==> src/rtl/rpsc_pkg.sv <==
// Shared types and constants for the RPSC fault/interlock card.
package rpsc_pkg;

  // Per-channel fault state.
  typedef enum logic [1:0] {
    CH_HEALTHY   = 2'd0,
    CH_DEBOUNCE  = 2'd1,
    CH_LATCHED   = 2'd2,
    CH_CLEARABLE = 2'd3
  } ch_state_t;

  // Depth of every input synchroniser on the card.
  localparam int unsigned SYNC_STAGES = 2;

endpackage

==> src/rtl/rpsc_fault_ch.sv <==
// One fault channel: input synchroniser, debounce counter, latch FSM.
// ok_o is 1 while the channel is healthy or debouncing.
// latch_entry_o flags the edge on which the channel moves into CH_LATCHED.
module rpsc_fault_ch
  import rpsc_pkg::*;
#(
  parameter int unsigned DEB_CYCLES = 16
) (
  input  logic clk,
  input  logic reset,
  input  logic ch_in,
  input  logic ack_rise,
  output logic ok_o,
  output logic latch_entry_o
);

  localparam int unsigned   CW      = $clog2(DEB_CYCLES + 1);
  localparam logic [CW-1:0] DEB_LIM = CW'(DEB_CYCLES);

  logic [SYNC_STAGES-1:0] sync_q;
  logic                   in_sync;
  logic [CW-1:0]          cnt_q, cnt_d;
  ch_state_t              state_q, state_d;

  // Field input synchroniser; idles healthy (1) out of reset.
  always_ff @(posedge clk or negedge reset) begin
    if (!reset) begin
      sync_q <= '1;
    end else begin
      sync_q <= {sync_q[SYNC_STAGES-2:0], ch_in};
    end
  end

  assign in_sync = sync_q[SYNC_STAGES-1];

  // State and debounce counter registers.
  always_ff @(posedge clk or negedge reset) begin
    if (!reset) begin
      state_q <= CH_HEALTHY;
      cnt_q   <= '0;
    end else begin
      state_q <= state_d;
      cnt_q   <= cnt_d;
    end
  end

  // Next-state logic: debounce on the way in, acknowledge on the way out.
  always_comb begin
    state_d = state_q;
    cnt_d   = cnt_q;
    case (state_q)
      CH_HEALTHY: begin
        if (!in_sync) begin
          cnt_d   = CW'(1);
          state_d = (DEB_CYCLES == 1) ? CH_LATCHED : CH_DEBOUNCE;
        end
      end
      CH_DEBOUNCE: begin
        if (in_sync) begin
          state_d = CH_HEALTHY;
          cnt_d   = '0;
        end else begin
          if (cnt_q != DEB_LIM) begin
            cnt_d = cnt_q + CW'(1);
          end
          if (cnt_q == DEB_LIM - CW'(1)) begin
            state_d = CH_LATCHED;
          end
        end
      end
      CH_LATCHED: begin
        if (in_sync) begin
          state_d = CH_CLEARABLE;
        end
      end
      CH_CLEARABLE: begin
        // A returning fault takes priority over a simultaneous acknowledge.
        if (!in_sync) begin
          state_d = CH_LATCHED;
        end else if (ack_rise) begin
          state_d = CH_HEALTHY;
          cnt_d   = '0;
        end
      end
      default: begin
        state_d = CH_HEALTHY;
        cnt_d   = '0;
      end
    endcase
  end

  assign ok_o          = (state_q == CH_HEALTHY) || (state_q == CH_DEBOUNCE);
  assign latch_entry_o = (state_d == CH_LATCHED) && (state_q != CH_LATCHED);

endmodule

==> src/rtl/rpsc_fault_card.sv <==
// N-channel fault/interlock card: per-channel latches, summary trip,
// lamp panel drive with lamp test, and optional first-out capture.
// Optional feature macro: RPSC_FIRST_OUT_EN (first-out capture and
// blinking first-out lamp). Without it the first-out outputs read 0 and
// every faulted lamp is steady.
module rpsc_fault_card
  import rpsc_pkg::*;
#(
  parameter int unsigned N_CH       = 8,
  parameter int unsigned DEB_CYCLES = 16,
  parameter int unsigned BLINK_HALF = 2_000_000
) (
  input  logic                      clk,
  input  logic                      reset,
  input  logic [N_CH-1:0]           ch_in,
  input  logic                      ack,
  input  logic                      la_test,
  output logic [N_CH-1:0]           ch_ok,
  output logic [N_CH-1:0]           ch_lamp,
  output logic                      trip,
  output logic [$clog2(N_CH)-1:0]   first_out_id,
  output logic                      first_out_valid
);

  localparam int unsigned IDW = $clog2(N_CH);

  logic [SYNC_STAGES-1:0] ack_sync_q;
  logic [SYNC_STAGES-1:0] la_sync_q;
  logic                   ack_prev_q;
  logic                   ack_rise;
  logic                   la_on;
  logic [N_CH-1:0]        entry;
  logic [N_CH-1:0]        faulted;

  // Operator input synchronisers plus the delayed ack used for edge detect.
  always_ff @(posedge clk or negedge reset) begin
    if (!reset) begin
      ack_sync_q <= '0;
      la_sync_q  <= '0;
      ack_prev_q <= 1'b0;
    end else begin
      ack_sync_q <= {ack_sync_q[SYNC_STAGES-2:0], ack};
      la_sync_q  <= {la_sync_q[SYNC_STAGES-2:0], la_test};
      ack_prev_q <= ack_sync_q[SYNC_STAGES-1];
    end
  end

  assign ack_rise = ack_sync_q[SYNC_STAGES-1] & ~ack_prev_q;
  assign la_on    = la_sync_q[SYNC_STAGES-1];

  for (genvar g = 0; g < N_CH; g++) begin : g_ch
    rpsc_fault_ch #(
      .DEB_CYCLES(DEB_CYCLES)
    ) u_ch (
      .clk          (clk),
      .reset        (reset),
      .ch_in        (ch_in[g]),
      .ack_rise     (ack_rise),
      .ok_o         (ch_ok[g]),
      .latch_entry_o(entry[g])
    );
  end

  assign faulted = ~ch_ok;
  assign trip    = |faulted;

`ifdef RPSC_FIRST_OUT_EN

  localparam int unsigned    BW         = $clog2(BLINK_HALF);
  localparam logic [BW-1:0]  BLINK_LAST = BW'(BLINK_HALF - 1);

  logic [BW-1:0]   blink_cnt_q, blink_cnt_d;
  logic            blink_phase_q, blink_phase_d;
  logic [IDW-1:0]  fo_id_q, fo_id_d;
  logic            fo_valid_q, fo_valid_d;
  logic [IDW-1:0]  lowest_entry;
  logic [N_CH-1:0] blink_off;

  // Blink generator: phase toggles every BLINK_HALF cycles, starting dark.
  always_comb begin
    blink_cnt_d   = blink_cnt_q + BW'(1);
    blink_phase_d = blink_phase_q;
    if (blink_cnt_q == BLINK_LAST) begin
      blink_cnt_d   = '0;
      blink_phase_d = ~blink_phase_q;
    end
  end

  // Blink generator registers.
  always_ff @(posedge clk or negedge reset) begin
    if (!reset) begin
      blink_cnt_q   <= '0;
      blink_phase_q <= 1'b0;
    end else begin
      blink_cnt_q   <= blink_cnt_d;
      blink_phase_q <= blink_phase_d;
    end
  end

  // Lowest-index channel entering CH_LATCHED this edge (scan high to low so
  // the last hit wins).
  always_comb begin
    lowest_entry = '0;
    for (int unsigned i = N_CH; i > 0; i--) begin
      if (entry[i-1]) begin
        lowest_entry = IDW'(i - 1);
      end
    end
  end

  // First-out capture: armed while invalid, released once trip has cleared.
  always_comb begin
    fo_id_d    = fo_id_q;
    fo_valid_d = fo_valid_q;
    if (fo_valid_q) begin
      if (!trip) begin
        fo_valid_d = 1'b0;
      end
    end else if (|entry) begin
      fo_valid_d = 1'b1;
      fo_id_d    = lowest_entry;
    end
  end

  // First-out registers.
  always_ff @(posedge clk or negedge reset) begin
    if (!reset) begin
      fo_id_q    <= '0;
      fo_valid_q <= 1'b0;
    end else begin
      fo_id_q    <= fo_id_d;
      fo_valid_q <= fo_valid_d;
    end
  end

  // Darken the first-out lamp during the off half of the blink period.
  always_comb begin
    blink_off = '0;
    if (fo_valid_q && !blink_phase_q) begin
      blink_off[fo_id_q] = 1'b1;
    end
  end

  assign first_out_id    = fo_id_q;
  assign first_out_valid = fo_valid_q;
  assign ch_lamp         = (faulted & ~blink_off) | {N_CH{la_on}};

`else

  logic unused_entry;
  assign unused_entry = ^entry;

  assign first_out_id    = '0;
  assign first_out_valid = 1'b0;
  assign ch_lamp         = faulted | {N_CH{la_on}};

`endif

endmodule

==> config.mk <==
export PLATFORM = sky130hd
export DESIGN_NAME = rpsc_fault_card
export DESIGN_NICKNAME = d
export VERILOG_FILES = /design/src/rtl/rpsc_pkg.sv /design/src/rtl/rpsc_fault_ch.sv /design/src/rtl/rpsc_fault_card.sv
export SDC_FILE = /design/constraint.sdc
export NUM_CORES = 1
export LEC_CHECK = 0
export CORE_UTILIZATION = 56
export CTS_BUF_LIST = sky130_fd_sc_hd__clkbuf_8 sky130_fd_sc_hd__clkbuf_16
export DETAILED_ROUTE_END_ITERATION = 10
export PLACE_DENSITY = 0.83
export SKIP_LAST_GASP = 1
export SLEW_MARGIN = 5
export SYNTH_ARGS = -nofsm -noshare
export SYNTH_HDL_FRONTEND = slang
export SYNTH_SLANG_ARGS = --single-unit
export TNS_END_PERCENT = 100
==> constraint.sdc <==
create_clock -name clk -period 2.5 [get_ports clk]
set_input_delay 0.5 -clock clk [delete_from_list [all_inputs] [get_ports clk]]
set_output_delay 0.5 -clock clk [all_outputs]
set_load 0.01 [all_outputs]
==> run_results.csv <==
group,metric,value,unit
status,status,"completed",
clock_tree,hold_buffers,0,
synth,synth_fa_ha_area_share,7.14,%
synth,synth_compound_area_share,14.0,%
cells_and_area,layout-drive-gt1-share,18.3,%
synth,yosysMostFrequentCell,"dfrtp_1",
pwr,p_per_area,931,mW/mm²
setup_path,crit_path_start_kind,"register",
sta,finalCritPeriodShare,90.0,%
floorplan,initial_core_util,58.0,%
sta,rsz0062_at_grt,"no",
floorplan,pin_count,33,
floorplan,rows,31,
synth,ys_ff_latch,77,
pwr,p_sw,1.58,mW
setup_path,crit_family,"buffers and inverters",
clock_tree,cts.clk_slew.worst_paths,80,ps
floorplan,core-area,0.00725,mm²
floorplan,die_x,88.7,µm
setup_path,cp_slowest_stage_delay,500,ps
routing,routed_wl,7400,µm
setup_path,worstSetupPathType,"register to primary output",
cells_and_area,synthToLayoutAreaGrowth,12.4,%
floorplan,die_h,88.7,µm
synth,netlist_top_cells_count,"dfrtp_1 (61), inv_1 (39), nand2_1 (29), ha_1 (24), o21ai_0 (23)",
setup_path,crit_arrival,1750,ps
placed_design,placed_cell_area,0.00451,mm²
routing,ant_nets,0,
setup_path,crit_slowest_cell,"clkdlybuf4s50_1",
synth,syn_inst,399,
clock_tree,cts-root-buf,"clkbuf_8",
sta,drv_slew,0,
clock_tree,cts.sinks,77,
routing,post_drt_wl_per_cell,14.1,µm
placed_design,place_congestion,0.829,
pwr,internal_power,2.82,mW
cells_and_area,fillers,560,
clock_tree,htree_levels,3,
synth,synth_async_sr_flop_share,100,%
cells_and_area,fin_area,0.00473,mm²
clock_tree,clock_latency,350,ps
synth,synth_area_leaders,"dfrtp_1 (36%), dfstp_2 (10%), ha_1 (7.1%), inv_1 (3.5%), o21ai_0 (2.7%)",
sta,setup_violations,0,
cells_and_area,num_antenna_cells,0,
global_routing,grt_usage,21.4,%
flow_run,cap_violations,0,
cells_and_area,nets,458,
global_routing,grt.overflow.total,0,
placed_design,dp_slack,606,ps
pwr,switching_share,35.9,%
clock_tree,cts_tree,"done",
global_routing,grt_max_degree,51,
min_path,hp-class,"input port to asynchronous set/reset pin",
clock_tree,clockBufferDepth,2,
placed_design,portBuffers,28,
cells_and_area,final_core_util,65.2,%
pwr,ir_drop,0.623,mV
setup_path,required,2000,ps
sta,skew,12.2,ps
routing,drt-vias-per-instance,5.47,
synth,synth.distinct_cells,62,
synth,synth_top_area_share,36.3,%
setup_path,cp_max_fo,9,
setup_path,crit_chain,"nor4_1 -> nand2_1 -> clkdlybuf4s50_1",
sta,max_freq,445,MHz
synth,synth_top_family_by_area,"simple AND/OR/NAND/NOR gates",
global_routing,grt_pass1_wl,12700,µm
synth,synth-xor-area-share,1.04,%
sta,tns,0,ps
synth,synth_mux_area_share,5.15,%
placed_design,dp_hpwl,5410,µm
clock_tree,cts_buffers,9,
routing,vias,2875,
synth,synth-seq-area-share,46.3,%
placed_design,placed_cells,510,
synth,yosysTopAreaCell,"dfrtp_1",
pwr,pwr-share-clk,22.2,%
sta,hold_violations,0,
synth,synthSimpleGateAreaFrac,19.9,%
floorplan,dieArea,0.00786,mm²
routing,drtIter0Drc,162,
setup_path,path_buf_inv,1,
cells_and_area,stdcell_count,526,
synth,netlist_area,0.00421,mm²
pwr,p_leak,2.14,nW
clock_tree,cts_setup_buffers,0,
synth,synth_edf_count,0,
setup_path,cp-end-kind,"primary output",
synth,syn_area_per_cell,10.5,µm²
routing,dr.pass1.iters,5,
global_routing,first_global_vias,2787,
pwr,p_seq_share,44.0,%
synth,synth_flop_cell,"dfrtp_1",
synth,yosys_warnings,0,
routing,drc,0,
global_routing,antenna_found_initial,0,
sta,min_period,2250,ps
clock_tree,cts.repair.resized,0,
pwr,power.share.combinational,33.9,%
sta,finalWorstSetupSlack,251,ps
-- power groups by stage --
stage | logic [mW] | clock network (mW) | registers, mW
final | 1.49 | 0.975 | 1.94
after global routing | 1.68 | 1.06 | 1.99
after CTS | 1.50 | 0.998 | 1.93
after detailed placement | 1.50 | 0 | 1.95
after global placement | 1.44 | 0 | 1.92
after floorplan | 1.23 | 0 | 1.80
-- worst reg2reg max path: stages, from the launching register on --
cell	delay, ps
dfrtp_1	430
inv_1	80
ha_1	140
nor4bb_4	330
and3b_4	270
or2_4	140
mux2_4	290
-- worst paths after layout --
path                                        from                endpoint  slack, ps  cells after the start
setup / recovery                        register                    trip        250                      3
hold / removal                             reset   g_ch[5].u_ch.cnt_q[2]         60                      1
setup reg to reg           g_ch[3].u_ch.cnt_q[0]   g_ch[3].u_ch.cnt_q[0]        710                      6
hold reg to reg                    ack_sync_q[0]           ack_sync_q[1]        350                      0
max in group asynchronous                  reset  g_ch[2].u_ch.sync_q[1]       1790                      2
min in group clk                   ack_sync_q[0]           ack_sync_q[1]        350                      0
-- kinds of logic after synthesis --
group                    count (synthesis)
flip-flops                              77
buffers and inverters                   59
AO/OA/AOI/OAI                           82
XOR/XNOR                                 5
AND/OR/NAND/NOR                        132
multiplexers                            19
other                                    1
adder cells (fa/ha/maj)                 24
-- per-stage QoR --
step / hold slack (ps) / total power [mW]
floorplan: 204 / 3.03
global placement: 336 / 3.36
detailed placement: 336 / 3.45
CTS: 66.1 / 4.44
global route: 71.9 / 4.73
finish: 64.7 / 4.40
-- cells in the final DEF (no fill, tap or decap), types with 10 or more instances in the layout --
| cell | n |
|---|---|
| dfstp_2 | 16 |
| o21ai_0 | 23 |
| ha_1 | 24 |
| clkbuf_8 | 12 |
| clkdlybuf4s50_1 | 27 |
| nor2_1 | 19 |
| inv_1 | 40 |
| dfrtp_1 | 61 |
| nand2b_1 | 10 |
| a21oi_1 | 17 |
| nand3_1 | 13 |
| mux2i_1 | 10 |
| nand2_1 | 29 |
| o31ai_1 | 10 |
-- area by class of cell --
cell class | count | area [µm²] | area share, %
Clock buffer | 12 | 165 | 3.49
Clock inverter | 4 | 46.3 | 0.980
Inverter | 39 | 146 | 3.10
Multi-Input combinational cell | 266 | 2000 | 42.3
Sequential cell | 77 | 1950 | 41.2
Tap cell | 99 | 124 | 2.62
Timing Repair Buffer | 29 | 298 | 6.30
-- routing by layer --
metal	GRT usage [%]	vias to the layer above	part of all wire, %	wire, µm
li1	-	1410	-	-
met4	6.30	0	1.3	93
met1	27.1	1413	47	3460
met2	35.9	46	49	3630
met5	0	-	0	0
met3	6.06	6	2.9	214
(Power assumes the default switching activity.)
